==> src/rtl/phase_step_sweep_ctrl.sv <==
// ---------------------------------------------------------------------------
// phase_step_sweep_ctrl
//
// Purpose:
//   Generates the phase-accumulator step for the DDS waveform generator.
//   Three operating modes are selected at load time:
//     - fixed power-of-two frequency (step = BASE_STEP << sel)
//     - one-shot linear up-sweep (chirp) from start to stop
//     - continuous triangle sweep between start and stop
//   Sweep steps advance only on the sample-rate strobe, so the downstream
//   phase accumulator and filter test path see a step that changes once per
//   dwell period, aligned to a sample boundary.
//
// Ports:
//   i_clk         system clock, rising edge
//   i_rst_n       asynchronous active-low reset
//   i_load        one-cycle pulse: latch configuration, (re)start mode
//   i_mode        00 fixed, 01 up-sweep, 10 triangle, 11 treated as fixed
//   i_sel         fixed-mode select
//   i_start_step  sweep start step
//   i_stop_step   sweep stop step
//   i_inc         step increment per dwell period
//   i_dwell       sample enables per sweep step (0 behaves as 1)
//   i_sample_en   sample-rate strobe
//   i_hold        freezes dwell counter and step while high
//   o_phase_step  registered phase step
//   o_step_valid  high once any configuration has been loaded
//   o_busy        high while sweeping up or down
//   o_sweep_done  one-cycle completion pulse
// ---------------------------------------------------------------------------
module phase_step_sweep_ctrl #(
  parameter int                 PHASE_W   = 32,
  parameter int                 SEL_W     = 2,
  parameter int                 DWELL_W   = 16,
  parameter logic [PHASE_W-1:0] BASE_STEP = 'h0080_0000
) (
  input  logic               i_clk,
  input  logic               i_rst_n,
  input  logic               i_load,
  input  logic [1:0]         i_mode,
  input  logic [SEL_W-1:0]   i_sel,
  input  logic [PHASE_W-1:0] i_start_step,
  input  logic [PHASE_W-1:0] i_stop_step,
  input  logic [PHASE_W-1:0] i_inc,
  input  logic [DWELL_W-1:0] i_dwell,
  input  logic               i_sample_en,
  input  logic               i_hold,
  output logic [PHASE_W-1:0] o_phase_step,
  output logic               o_step_valid,
  output logic               o_busy,
  output logic               o_sweep_done
);

  typedef enum logic [2:0] {
    ST_IDLE,
    ST_FIXED,
    ST_SWEEP_UP,
    ST_SWEEP_DOWN,
    ST_DONE
  } state_t;

  localparam logic [1:0] MODE_UP  = 2'b01;
  localparam logic [1:0] MODE_TRI = 2'b10;

  // -------------------------------------------------------------------------
  // State and latched configuration
  // -------------------------------------------------------------------------
  state_t             state_reg;
  logic [PHASE_W-1:0] step_reg;
  logic               valid_reg;
  logic               busy_reg;
  logic               done_reg;
  logic [DWELL_W-1:0] dwell_cnt_reg;

  logic [1:0]         mode_reg;
  logic [SEL_W-1:0]   sel_reg;
  logic [PHASE_W-1:0] start_reg;
  logic [PHASE_W-1:0] stop_reg;
  logic [PHASE_W-1:0] inc_reg;
  logic [DWELL_W-1:0] dwell_reg;

  // -------------------------------------------------------------------------
  // Load-time decode (uses the live inputs, since the load itself is what
  // latches them)
  // -------------------------------------------------------------------------
  logic               load_is_fixed;
  logic               load_cfg_ok;
  logic [PHASE_W-1:0] fixed_step_in;

  assign load_is_fixed = (i_mode != MODE_UP) && (i_mode != MODE_TRI);
  assign load_cfg_ok   = (i_start_step <= i_stop_step) && (i_inc != '0);
  assign fixed_step_in = BASE_STEP << i_sel;

  // Fixed step recomputed from the latched select; identical to the value
  // loaded, it just keeps the step a pure function of the latched config.
  logic [PHASE_W-1:0] fixed_step_lat;
  assign fixed_step_lat = BASE_STEP << sel_reg;

  // -------------------------------------------------------------------------
  // Dwell timing
  // -------------------------------------------------------------------------
  logic [DWELL_W-1:0] dwell_last;
  logic               dwell_tick;
  logic               dwell_wrap;

  // A dwell of 0 behaves exactly like a dwell of 1 (advance every enable).
  assign dwell_last = (dwell_reg == '0) ? '0 : (dwell_reg - DWELL_W'(1));
  assign dwell_tick = i_sample_en && !i_hold;
  assign dwell_wrap = dwell_tick && (dwell_cnt_reg == dwell_last);

  // -------------------------------------------------------------------------
  // Step arithmetic, one extra bit so carry and borrow are visible
  // -------------------------------------------------------------------------
  logic [PHASE_W:0]   up_sum;
  logic               up_hit_stop;
  logic [PHASE_W:0]   dn_diff;
  logic               dn_hit_start;

  assign up_sum      = {1'b0, step_reg} + {1'b0, inc_reg};
  assign up_hit_stop = (up_sum >= {1'b0, stop_reg});

  // Bit PHASE_W set means the subtraction borrowed past zero.
  assign dn_diff      = {1'b0, step_reg} - {1'b0, inc_reg};
  assign dn_hit_start = dn_diff[PHASE_W] || (dn_diff[PHASE_W-1:0] <= start_reg);

  // -------------------------------------------------------------------------
  // Main state machine: every output is registered alongside the state.
  // -------------------------------------------------------------------------
  always_ff @(posedge i_clk or negedge i_rst_n) begin
    if (!i_rst_n) begin
      state_reg     <= ST_IDLE;
      step_reg      <= '0;
      valid_reg     <= 1'b0;
      busy_reg      <= 1'b0;
      done_reg      <= 1'b0;
      dwell_cnt_reg <= '0;
      mode_reg      <= '0;
      sel_reg       <= '0;
      start_reg     <= '0;
      stop_reg      <= '0;
      inc_reg       <= '0;
      dwell_reg     <= '0;
    end else begin
      // Completion is a pulse; only the transitions below re-assert it.
      done_reg <= 1'b0;

      if (i_load) begin
        // A load wins over anything else this cycle, including a pending
        // advance; a sweep in progress is abandoned without a done pulse.
        mode_reg      <= i_mode;
        sel_reg       <= i_sel;
        start_reg     <= i_start_step;
        stop_reg      <= i_stop_step;
        inc_reg       <= i_inc;
        dwell_reg     <= i_dwell;
        dwell_cnt_reg <= '0;
        valid_reg     <= 1'b1;

        if (load_is_fixed) begin
          state_reg <= ST_FIXED;
          step_reg  <= fixed_step_in;
          busy_reg  <= 1'b0;
        end else if (load_cfg_ok) begin
          state_reg <= ST_SWEEP_UP;
          step_reg  <= i_start_step;
          busy_reg  <= 1'b1;
        end else begin
          // Unusable sweep: park on start and report completion at once.
          state_reg <= ST_DONE;
          step_reg  <= i_start_step;
          busy_reg  <= 1'b0;
          done_reg  <= 1'b1;
        end
      end else begin
        case (state_reg)
          ST_SWEEP_UP: begin
            if (dwell_tick) begin
              if (dwell_wrap) begin
                dwell_cnt_reg <= '0;
                if (up_hit_stop) begin
                  // Clamp to stop; never wrap through the top of the range.
                  step_reg <= stop_reg;
                  if (mode_reg == MODE_TRI) begin
                    state_reg <= ST_SWEEP_DOWN;
                  end else begin
                    state_reg <= ST_DONE;
                    busy_reg  <= 1'b0;
                    done_reg  <= 1'b1;
                  end
                end else begin
                  step_reg <= up_sum[PHASE_W-1:0];
                end
              end else begin
                dwell_cnt_reg <= dwell_cnt_reg + DWELL_W'(1);
              end
            end
          end

          ST_SWEEP_DOWN: begin
            if (dwell_tick) begin
              if (dwell_wrap) begin
                dwell_cnt_reg <= '0;
                if (dn_hit_start) begin
                  // Back at start: one triangle period complete.
                  step_reg  <= start_reg;
                  state_reg <= ST_SWEEP_UP;
                  done_reg  <= 1'b1;
                end else begin
                  step_reg <= dn_diff[PHASE_W-1:0];
                end
              end else begin
                dwell_cnt_reg <= dwell_cnt_reg + DWELL_W'(1);
              end
            end
          end

          ST_FIXED: begin
            step_reg <= fixed_step_lat;
          end

          default: begin
            // IDLE and DONE hold their step; strobes and hold are ignored.
          end
        endcase
      end
    end
  end

  assign o_phase_step = step_reg;
  assign o_step_valid = valid_reg;
  assign o_busy       = busy_reg;
  assign o_sweep_done = done_reg;

endmodule

==> config.mk <==
export PLATFORM = sky130hd
export DESIGN_NAME = phase_step_sweep_ctrl
export DESIGN_NICKNAME = d
export VERILOG_FILES = /design/src/rtl/phase_step_sweep_ctrl.sv
export SDC_FILE = /design/constraint.sdc
export NUM_CORES = 1
export LEC_CHECK = 0
export CELL_PAD_IN_SITES_DETAIL_PLACEMENT = 1
export CELL_PAD_IN_SITES_GLOBAL_PLACEMENT = 2
export CORE_ASPECT_RATIO = 1.4
export CORE_UTILIZATION = 35
export CTS_CLUSTER_DIAMETER = 120
export DETAILED_ROUTE_END_ITERATION = 16
export GPL_ROUTABILITY_DRIVEN = 0
export GPL_TIMING_DRIVEN = 1
export PLACE_DENSITY = 0.94
export RECOVER_POWER = 50
export SETUP_SLACK_MARGIN = 0.1
export SKIP_CTS_REPAIR_TIMING = 1
export SYNTH_ARGS = -nofsm -noshare
export SYNTH_HDL_FRONTEND = slang
export SYNTH_SLANG_ARGS = --single-unit
export TNS_END_PERCENT = 5
==> constraint.sdc <==
create_clock -name i_clk -period 6.2 [get_ports i_clk]
set_input_delay 0.62 -clock i_clk [delete_from_list [all_inputs] [get_ports i_clk]]
set_output_delay 0.62 -clock i_clk [all_outputs]
set_load 0.02 [all_outputs]
### After elaboration in Yosys (flattened, before gate mapping)

Index checks and enable logic that the tools add are counted.

* equality and inequality tests: 14
* order comparisons: 3
* shifts and indexed selects: 2
* reductions and logical operators: 20
* mux-type cells: 44
* $add $sub $neg: 4

Operators by type and width (number)
* $mux 32: 8
* $pmux 32 s3: 1
* $mux 16: 5
* $le 32x32->1: 2
* $shl 24x2->32 const A: 2
* $add 32x32->33: 1
* $ge 33x32->1: 1
* $sub 32x32->33: 1
* $reduce_bool 32->1: 1
* $mux 3: 10
* $mux 1: 18
* $ne 3x3->1 const B: 6
* $add 16x1->16 const B: 1
* $eq 16x16->1: 1
* $logic_not 16->1: 1
* $sub 16x1->16 const B: 1
* $reduce_and 5->1: 2
* $reduce_bool 2->1: 5
* $reduce_and 7->1: 1
* $eq 3x2->1 const B: 2
* $pmux 3 s2: 1
* $logic_and 1x1->1: 4
* $ne 2x2->1 const B: 2
* $reduce_bool 4->1: 1
* other kinds (9): 9

* bits in registers: 170
* output and inout port bits: 35
* logic and storage cells: 99

### Longest topological paths before layout

Gate-level depths: netlist (run 1).

* depth in word-level cells: 8
* depth in mapped cells: 26
* mapped depth without buffers: 23

### Worst setup path before layout (run 1)

Ideal clock, no wire load.

* path kind: register to register
* start point: register step_reg[9], in the netlist o_phase_step[9]
* end point: register step_reg[26], in the netlist o_phase_step[26]
* library setup time: 0.121 ns
* stages on the path, launching flop included: 25
* arrival time: 5.168 ns
* path slack: 0.911 ns
* path through: dfrtp_1 > ha_1 > clkbuf_1 > or3b_2 > a311oi_1 > nor3_1 > o21ai_0 > a41oi_1 > o21ai_0 > nor2_1 > o21bai_1 > xnor2_1 > ha_1 > nor3_1 > nor2_1 > a21oi_1 > o21ai_0 > o2bb2ai_1 > nor3b_1 > clkbuf_1 > clkbuf_1 > nor2_1 > a221oi_1 > nand3_1 > a22o_1

* longest elaborated chain between the ends: 8

Ends and longest elaborated chain
* from (decl): RTL line 69 `logic [PHASE_W-1:0] step_reg;`
* from (signal assigned): RTL line 161 `step_reg <= fixed_step_in;`
* from (signal assigned): RTL line 165 `step_reg <= i_start_step;`
* from (signal assigned): RTL line 170 `step_reg <= i_start_step;`
* $sub 32x32->33: RTL line 123 `assign dn_diff = {1'b0, step_reg} - {1'b0, inc_reg};`
* $le 32x32->1: RTL line 124 `assign dn_hit_start = dn_diff[PHASE_W] || (dn_diff[PHASE_W-1:0] <= start_reg);`
* $logic_or 1x1->1: RTL line 124
* $mux 32: RTL line 203 `if (dn_hit_start) begin`
* $mux 32: RTL line 201 `if (dwell_wrap) begin`
* $mux 32: RTL line 200 `if (dwell_tick) begin`
* $pmux 32 s3 (*): RTL line 175 `case (state_reg)`
* $mux 32 (*): RTL line 147 `if (i_load) begin`

Mark *: on every way between the ends. The rest lies on a longest branch, timed or not. The select of a mux whose other input is x is not followed.
A chain may end at the register's enable or synchronous reset.

### Final worst setup path (run 1)

* start point: register inc_reg[9]
* end point: register state_reg[1]

* longest elaborated chain between the ends: 5

Ends and longest elaborated chain
* from (decl): RTL line 79 `logic [PHASE_W-1:0] inc_reg;`
* from (signal assigned): RTL line 154 `inc_reg <= i_inc;`
* $sub 32x32->33: RTL line 123
* $le 32x32->1: RTL line 124
* $logic_or 1x1->1: RTL line 124
* $ne 3x3->1 (no line)
* $reduce_and 7->1 (no line) (*)
* to (signal assigned): RTL line 131 `state_reg <= ST_IDLE;`
* to (signal assigned): RTL line 160 `state_reg <= ST_FIXED;`
* to (signal assigned): RTL line 164 `state_reg <= ST_SWEEP_UP;`
* to (decl): RTL line 68 `state_t state_reg;`

Mark *: on every way between the ends. The rest lies on a longest branch, timed or not.

==> summary.md, run 1 <==
| Metric | Value |
|---|---|
| Post-DP HPWL | `46.1 mm` |
| Fin nets | `approximately 2200` |
| Routed wire length | `58.9 mm` |
| # clock sinks | `170` |
| Xor/xnor share of the synthesized area | `4.87%` |
| Fin. max-slew vios | `roughly 280` |
| Seq/Total Area, Yosys | `29.0%` |
| Post-Syn Area | `~0.015 mm^2` |
| Worst Tran Pin Value | `3.99 ns` |
| Finished layout cell area | `0.0174 mm^2` |
| CP Launch Point | `inc_reg[9]` |
| Cell Area, Placed | `0.0168 mm^2` |
| Root Buffer | `clkbuf_16` |
| Failing checks | `capacitance limit, slew limit` |
| ANT cells | `0` |
| Overflow after GRT | `0` |
| Top_reg_cell synth | `dfrtp_1` |
| Multi-input gate area | `0.00952 mm^2` |
| Multiplexer area fraction after synthesis | `2.31%` |
| Cells after synthesis | `1849` |
| Clock-pin slew on the worst setup and hold paths | `0.08 ns` |
| Fmax | `0.167 GHz` |
| Die width | `175 um` |
| Period Utilization, post-route | `96.6%` |
| FF+latch count, synth | `170` |
| Simple-Gate Fraction of Synth Area | `18.7%` |
| Share of cells above drive strength 1 | `6.34%` |
| Max-cap violations | `5` |
| Initial Util | `35.5%` |
| Startpoint Class | `flip-flop` |
| Crit. End Element | `flip-flop` |
| Pwr/cell area | `435 mW/mm^2` |
| Syn Nets | `2134` |
| Yosys warns | `0` |
| CTS Buffer Depth | `2` |
| Most common cell after layout, fill and taps aside | `nand2_1` |
| Vias | `~15000` |
| Most frequent cells in the layout | `187 x nand2_1, 175 x nor2_1, 170 x dfrtp_1` |
| H-tree lvl count | `4` |
| GRT Total Usage | `27.6%` |
| CP required | `between 6 and 7 ns` |
| First-pass GRT wire length | `just over 90 mm` |
| WS Path Type | `flip-flop to flip-flop` |
| Status | `finished with violations` |
| Worst ir drop on vdd | `251 uV` |
| Port bufs | `155` |
| Final Non-Filler Cells | `2511` |
| Synth Area in Compound Gates | `approximately 24%` |
| Final Hold Fails | `0` |
| Die Y | `244 um` |
| Initial antenna violation count | `0` |
| EDFF count, synth | `0` |
| Critical Path Fanout Max | `12` |
| Pin count of the biggest net entering global routing | `98` |
| RR Endpoint | `state_reg[1]` |
| Drt pass-1 iters | `5` |
| Placeable Area | `approximately 0.041 mm^2` |
| Worst reg-to-reg setup slack | `between 0.2 and 0.25 ns` |
| Area Growth Syn to Fin | `18.9%` |
| Setup TNS | `0 ns` |
| Largest family of logic cells by synthesized area | `compound AO/OA/AOI/OAI gates` |
| Min-Delay Path Depth | `1` |
| Seq. cell area | `0.00425 mm^2` |
| Leakage | `7.60 nW` |
| CP Capture Point | `state_reg[1]` |
| Num CTS Buffers | `17` |
| DRC errors left | `0` |
| Routed wire per std cell | `23.4 um` |
| Std cell rows | `88` |
| Post-synthesis average cell area | `7.94 um^2` |
| Slew HR | `-166%` |
| Hold Crit Class | `flip-flop to flip-flop` |
| # fillers | `4972` |
| # IOs | `156` |
| CTS tree | `done` |
| CP arrival | `6.35 ns` |
| Clock Latency Late Sink | `0.47 ns` |
| Post-synth ARST share | `100%` |
| Layout Skew | `about 0.015 ns` |
| Initial DRC Count | `around 940` |
| FF-to-FF path depth | `20` |
| Post-route ant nets | `0` |
| DR vias/cell | `a little under 6` |
| Vias in the first global route | `~16000` |
| RSZ-0062 raised after global routing | `true` |
| Worst hold slack | `0.471 ns` |
| Final setup violation count | `0` |
| Placed Cells | `2479` |
| Period minus WS final | `between 5 and 6 ns` |
| Post-Synth Adder-Cell Area | `between 10 and 15%` |
| Full die area | `0.0428 mm^2` |
| Synth unique cells | `84` |
| FF-to-FF Start | `inc_reg[9]` |
==> how the worst min path moves through the flow <==
stage	slack (ns)	end	start
floorplan	0.32	dwell_cnt_reg[0]	i_rst_n
global placement	0.45	o_step_valid	o_step_valid
detailed placement	0.45	o_step_valid	o_step_valid
CTS	0.11	dwell_reg[1]	i_rst_n
global route	0.49	o_step_valid	o_step_valid
finish	0.47	o_step_valid	o_step_valid
==> layout make-up <==
cell class                 instances  share of cell area, %
clock inverter                    15                  0.896
multi-input combinational       1418                   54.6
sequential                       170                   24.4
inverter                         162                   3.49
tap                              540                   3.87
timing repair buffer             189                   10.3
clock buffer                      17                   2.44
==> synthesized netlist by cell type (5+ instances only) <==
cell	n	area [um^2]
nand2b_1	17	106
or4_1	7	52.6
nor3_1	28	140
o21a_1	10	75.1
nor4_1	28	175
dfrtp_1	170	4250
a31oi_1	14	87.6
mux2_2	23	259
o311a_1	7	70.1
ha_1	162	2030
clkbuf_1	78	293
nor2b_1	19	119
o21bai_1	14	105
nor2_1	176	661
a21boi_0	5	37.5
o21ai_0	165	826
nand4_1	40	250
xnor2_1	57	499
inv_1	158	593
o211ai_1	12	90.1
or3_1	9	56.3
nand2_1	187	702
a2bb2oi_1	6	52.6
o22ai_1	21	131
a21oi_1	154	771
mux2i_1	8	80.1
a221oi_1	7	61.3
and3_1	8	50.1
nor3b_1	5	37.5
buf_2	7	35.0
nand3_1	34	170
o31ai_1	16	120
a221o_1	21	210
a211oi_1	14	105
xor2_1	22	193
buf_1	9	33.8
o31a_1	7	61.3
a21o_1	24	180
==> critical path: stages, from the launching register on <==
cell       delay (ns)
dfrtp_1          0.40
inv_1            0.09
ha_2             0.35
or3b_2           0.55
a311oi_4         0.39
nor3_4           0.09
a31oi_1          0.40
a31oi_2          0.20
nand2_1          0.12
a21oi_1          0.08
xnor2_1          0.16
ha_1             0.29
nand4_1          0.21
or4_1            0.65
nor4_1           0.58
o2bb2ai_1        0.25
nor3b_4          0.12
buf_4            0.19
nor3b_1          0.39
a21oi_1          0.15
a21o_1           0.21
==> metrics by stage <==
step                      total power [mW]  util, %  worst slack [ns]
after CTS                             7.48     42.1            -0.443
after detailed placement              6.30     40.7            -0.385
final                                 7.60     42.3             0.210
after global routing                  8.05     42.3            0.0336
after global placement                6.15     40.7            -0.343
after floorplan                       4.53        -             0.911
==> power breakdown <==
group / leakage, nW / switching [mW] / internal, mW
clock: 0.281 / 0.566 / 0.571
combinational: 5.22 / 3.09 / 1.90
sequential: 2.10 / 0.209 / 1.26
==> kinds of logic after synthesis <==
family | Yosys count
compound gates | 558
buf+inv | 261
mux | 31
simple gates | 585
xor+xnor | 80
flops | 170
fa+ha+maj | 164
==> routing by layer <==
layer	vias up	global-route usage [%]	wire [um]
li1	6817	-	-
met2	481	48.8	29500
met1	7422	31.0	23100
met5	-	0	0
met3	160	3.48	2490
met4	0	17.8	3830
Note: power is estimated with default switching activity, not from simulation.
==> run 2, diff against run 1 <==
Settings changed: PLACE_DENSITY 0.94 to 0.84.
Clock period 6.2 ns to 5.84 ns, I/O delays scaled along.
==> run 2 against run 1 <==
  * The run still ends with capacitance limit, slew limit left
  * Setup slack got worse by 0.031 ns
  * First-iteration DRC count decreased by 9.0%
  * Clock skew increased by 0.0049 ns
  * Count of clock-buffer cells in the layout unchanged
  * Utilization increased by 1.1 points
  * Flip-flop and latch count unchanged
  * Critical endpoint is now o_phase_step[18]
==> summary.md, run 2 (synthesized netlist as in run 1, its figures left out) <==
| Metric | Value |
|---|---|
| Status | `finished with violations` |
| Failing checks | `capacitance limit, slew limit` |
| Die Y | `244 um` |
| Placed Cells | `2523` |
| Clock Latency Late Sink | `0.49 ns` |
| WS Path Type | `flip-flop to flip-flop` |
| H-tree lvl count | `4` |
| Layout Skew | `between 0.015 and 0.02 ns` |
| RR Endpoint | `o_phase_step[18]` |
| DR vias/cell | `5.77` |
| Worst reg-to-reg setup slack | `between 0.15 and 0.2 ns` |
| Vias in the first global route | `~16000` |
| # IOs | `156` |
| CP most frequent cell | `buf_4` |
| Most frequent cells in the layout | `186 x nand2_1, 175 x nor2_1, 170 x dfrtp_1` |
| Layout Utilization | `43.4%` |
| Switching Fraction | `50.2%` |
| Drt pass-1 iters | `4` |
| Share of cells above drive strength 1 | `under 10%` |
| CP required | `6.20 ns` |
| Startpoint Class | `flip-flop` |
| Clock-pin slew on the worst setup and hold paths | `0.08 ns` |
| Internal power | `approximately 4.1 mW` |
| Critical path's slowest cell | `or4_4` |
| Critical path, cell by cell | `ha_1 > or3b_2 > a311oi_2 > nor3_2 > buf_4 > o21ai_2 > a41oi_2 > buf_4 > xnor2_1 > ha_1 > nand4_1 > or4_4 > o21ba_2 > a21oi_2 > o21ai_0 > nor3b_2 > buf_4 > buf_12 > a21oi_1 > o22ai_1 > a221o_1` |
| Num CTS Buffers | `17` |
| FF-to-FF path depth | `21` |
| Final setup violation count | `0` |
| CTS Buffer Depth | `2` |
| # fillers | `4987` |
| First-pass GRT wire length | `roughly 90 mm` |
| ANT cells | `0` |
| Vias | `around 15000` |
| Hold Startpoint | `o_step_valid` |
| Leakage | `7.87 nW` |
| Max-cap violations | `1` |
| Initial DRC Count | `around 850` |
| Initial Util | `35.5%` |
| WP buf/inv | `4` |
| Final Hold Fails | `0` |
| Most common cell after layout, fill and taps aside | `nand2_1` |
| Fin. max-slew vios | `75` |
| Post-route ant nets | `0` |
| CTS tree | `done` |
| GRT Total Usage | `27.9%` |
| CP Capture Point | `o_phase_step[18]` |
| Hold Crit Class | `flip-flop to flip-flop` |
| CP Launch Point | `o_phase_step[8]` |
| Period minus WS final | `roughly 5.7 ns` |
| Initial antenna violation count | `0` |
| Cell Area, Placed | `0.0171 mm^2` |
| # clock sinks | `170` |
| Worst ir drop on vdd | `300 uV` |
| Pwr/cell area | `465 mW/mm^2` |
| Max incr delay on CP | `0.60 ns` |
| DRC errors left | `0` |
| Pin count of the biggest net entering global routing | `156` |
| Crit-path leading delay family | `compound AO/OA/AOI/OAI gates` |
| Post-DP HPWL | `46.4 mm` |
| Die width | `about 180 um` |
| Final Non-Filler Cells | `2561` |
| Placeable Area | `0.0413 mm^2` |
| Setup TNS | `0 ns` |
| Port bufs | `around 160` |
| Routed wire per std cell | `around 23 um` |
| NetSw | `4.18 mW` |
| Crit path depth | `21` |
| Critical Path Fanout Max | `30` |
| Finished layout cell area | `0.0179 mm^2` |
| Slew HR | `-181%` |
| Overflow after GRT | `0` |
| Root Buffer | `clkbuf_16` |
| Combinational share of power | `67.3%` |
| FF-to-FF Start | `o_phase_step[8]` |
| CP arrival | `roughly 6 ns` |
| Worst Tran Pin Value | `4.22 ns` |
| Area Growth Syn to Fin | `22.0%` |
| Flop pwr share | `18.2%` |
| Fin nets | `2293` |
| Full die area | `0.0428 mm^2` |
| RSZ-0062 raised after global routing | `true` |
| Clock Power Share | `approximately 14%` |
| Routed wire length | `between 50 and 60 mm` |
| Std cell rows | `88` |
| Worst hold slack | `0.472 ns` |
| Crit. End Element | `flip-flop` |
| Fmax | `roughly 0.18 GHz` |
| Period Utilization, post-route | `between 90% and 100%` |
-- run 2: worst register-to-register path, delay by kind of cell, from the launching register on --
family / cells / cell delay (ns)
compound gates: 9 / 2.00
xor+xnor: 1 / 0.17
simple gates: 5 / 1.55
fa+ha+maj: 2 / 0.72
buf+inv: 4 / 0.68
flops: 1 / 0.43
-- run 2: stage by stage --
| step | total power, mW | setup WS, ns |
|---|---|---|
| after floorplan | 4.81 | 0.551 |
| after CTS | 8.15 | -0.233 |
| after global placement | 6.79 | -0.0345 |
| after detailed placement | 6.90 | -0.181 |
| final | 8.32 | 0.180 |
| after global routing | 8.87 | -0.0389 |
-- run 2: worst min-delay path by stage --
stage / cells past startpoint / endpoint
after floorplan: 0 / dwell_cnt_reg[0]
after global placement: 1 / o_step_valid
after detailed placement: 1 / o_step_valid
after CTS: 1 / dwell_reg[2]
after global routing: 1 / o_step_valid
final: 1 / o_step_valid
-- run 2: final cells by class --
type                       instances  area, um^2  area share [%]
sequential                       170        4250            23.8
inverter                         162         612            3.42
clock buffer                      17         425            2.38
tap                              540         676            3.77
timing repair buffer             239        2200            12.3
multi-input combinational       1418        9560            53.4
clock inverter                    15         176           0.985
-- run 2: power by group through the flow --
| stage | Sequential (mW) | Clock [mW] | Combinational [mW] |
|---|---|---|---|
| 6_report | 1.52 | 1.20 | 5.60 |
| 5_1_grt | 1.54 | 1.26 | 6.07 |
| 4_1_cts | 1.52 | 1.22 | 5.41 |
| 3_5_place_dp | 1.54 | 0 | 5.36 |
| 3_3_place_gp | 1.53 | 0 | 5.27 |
| 2_1_floorplan | 1.59 | 0 | 3.22 |
-- run 2: metal layers --
layer / global-route usage, % / up-vias / wire (um)
met5: 0 / - / 0
met4: 17.2 / 0 / 3630
met3: 3.26 / 136 / 1770
met2: 49.9 / 336 / 30000
met1: 31.3 / 7379 / 23700
li1: - / 6920 / -
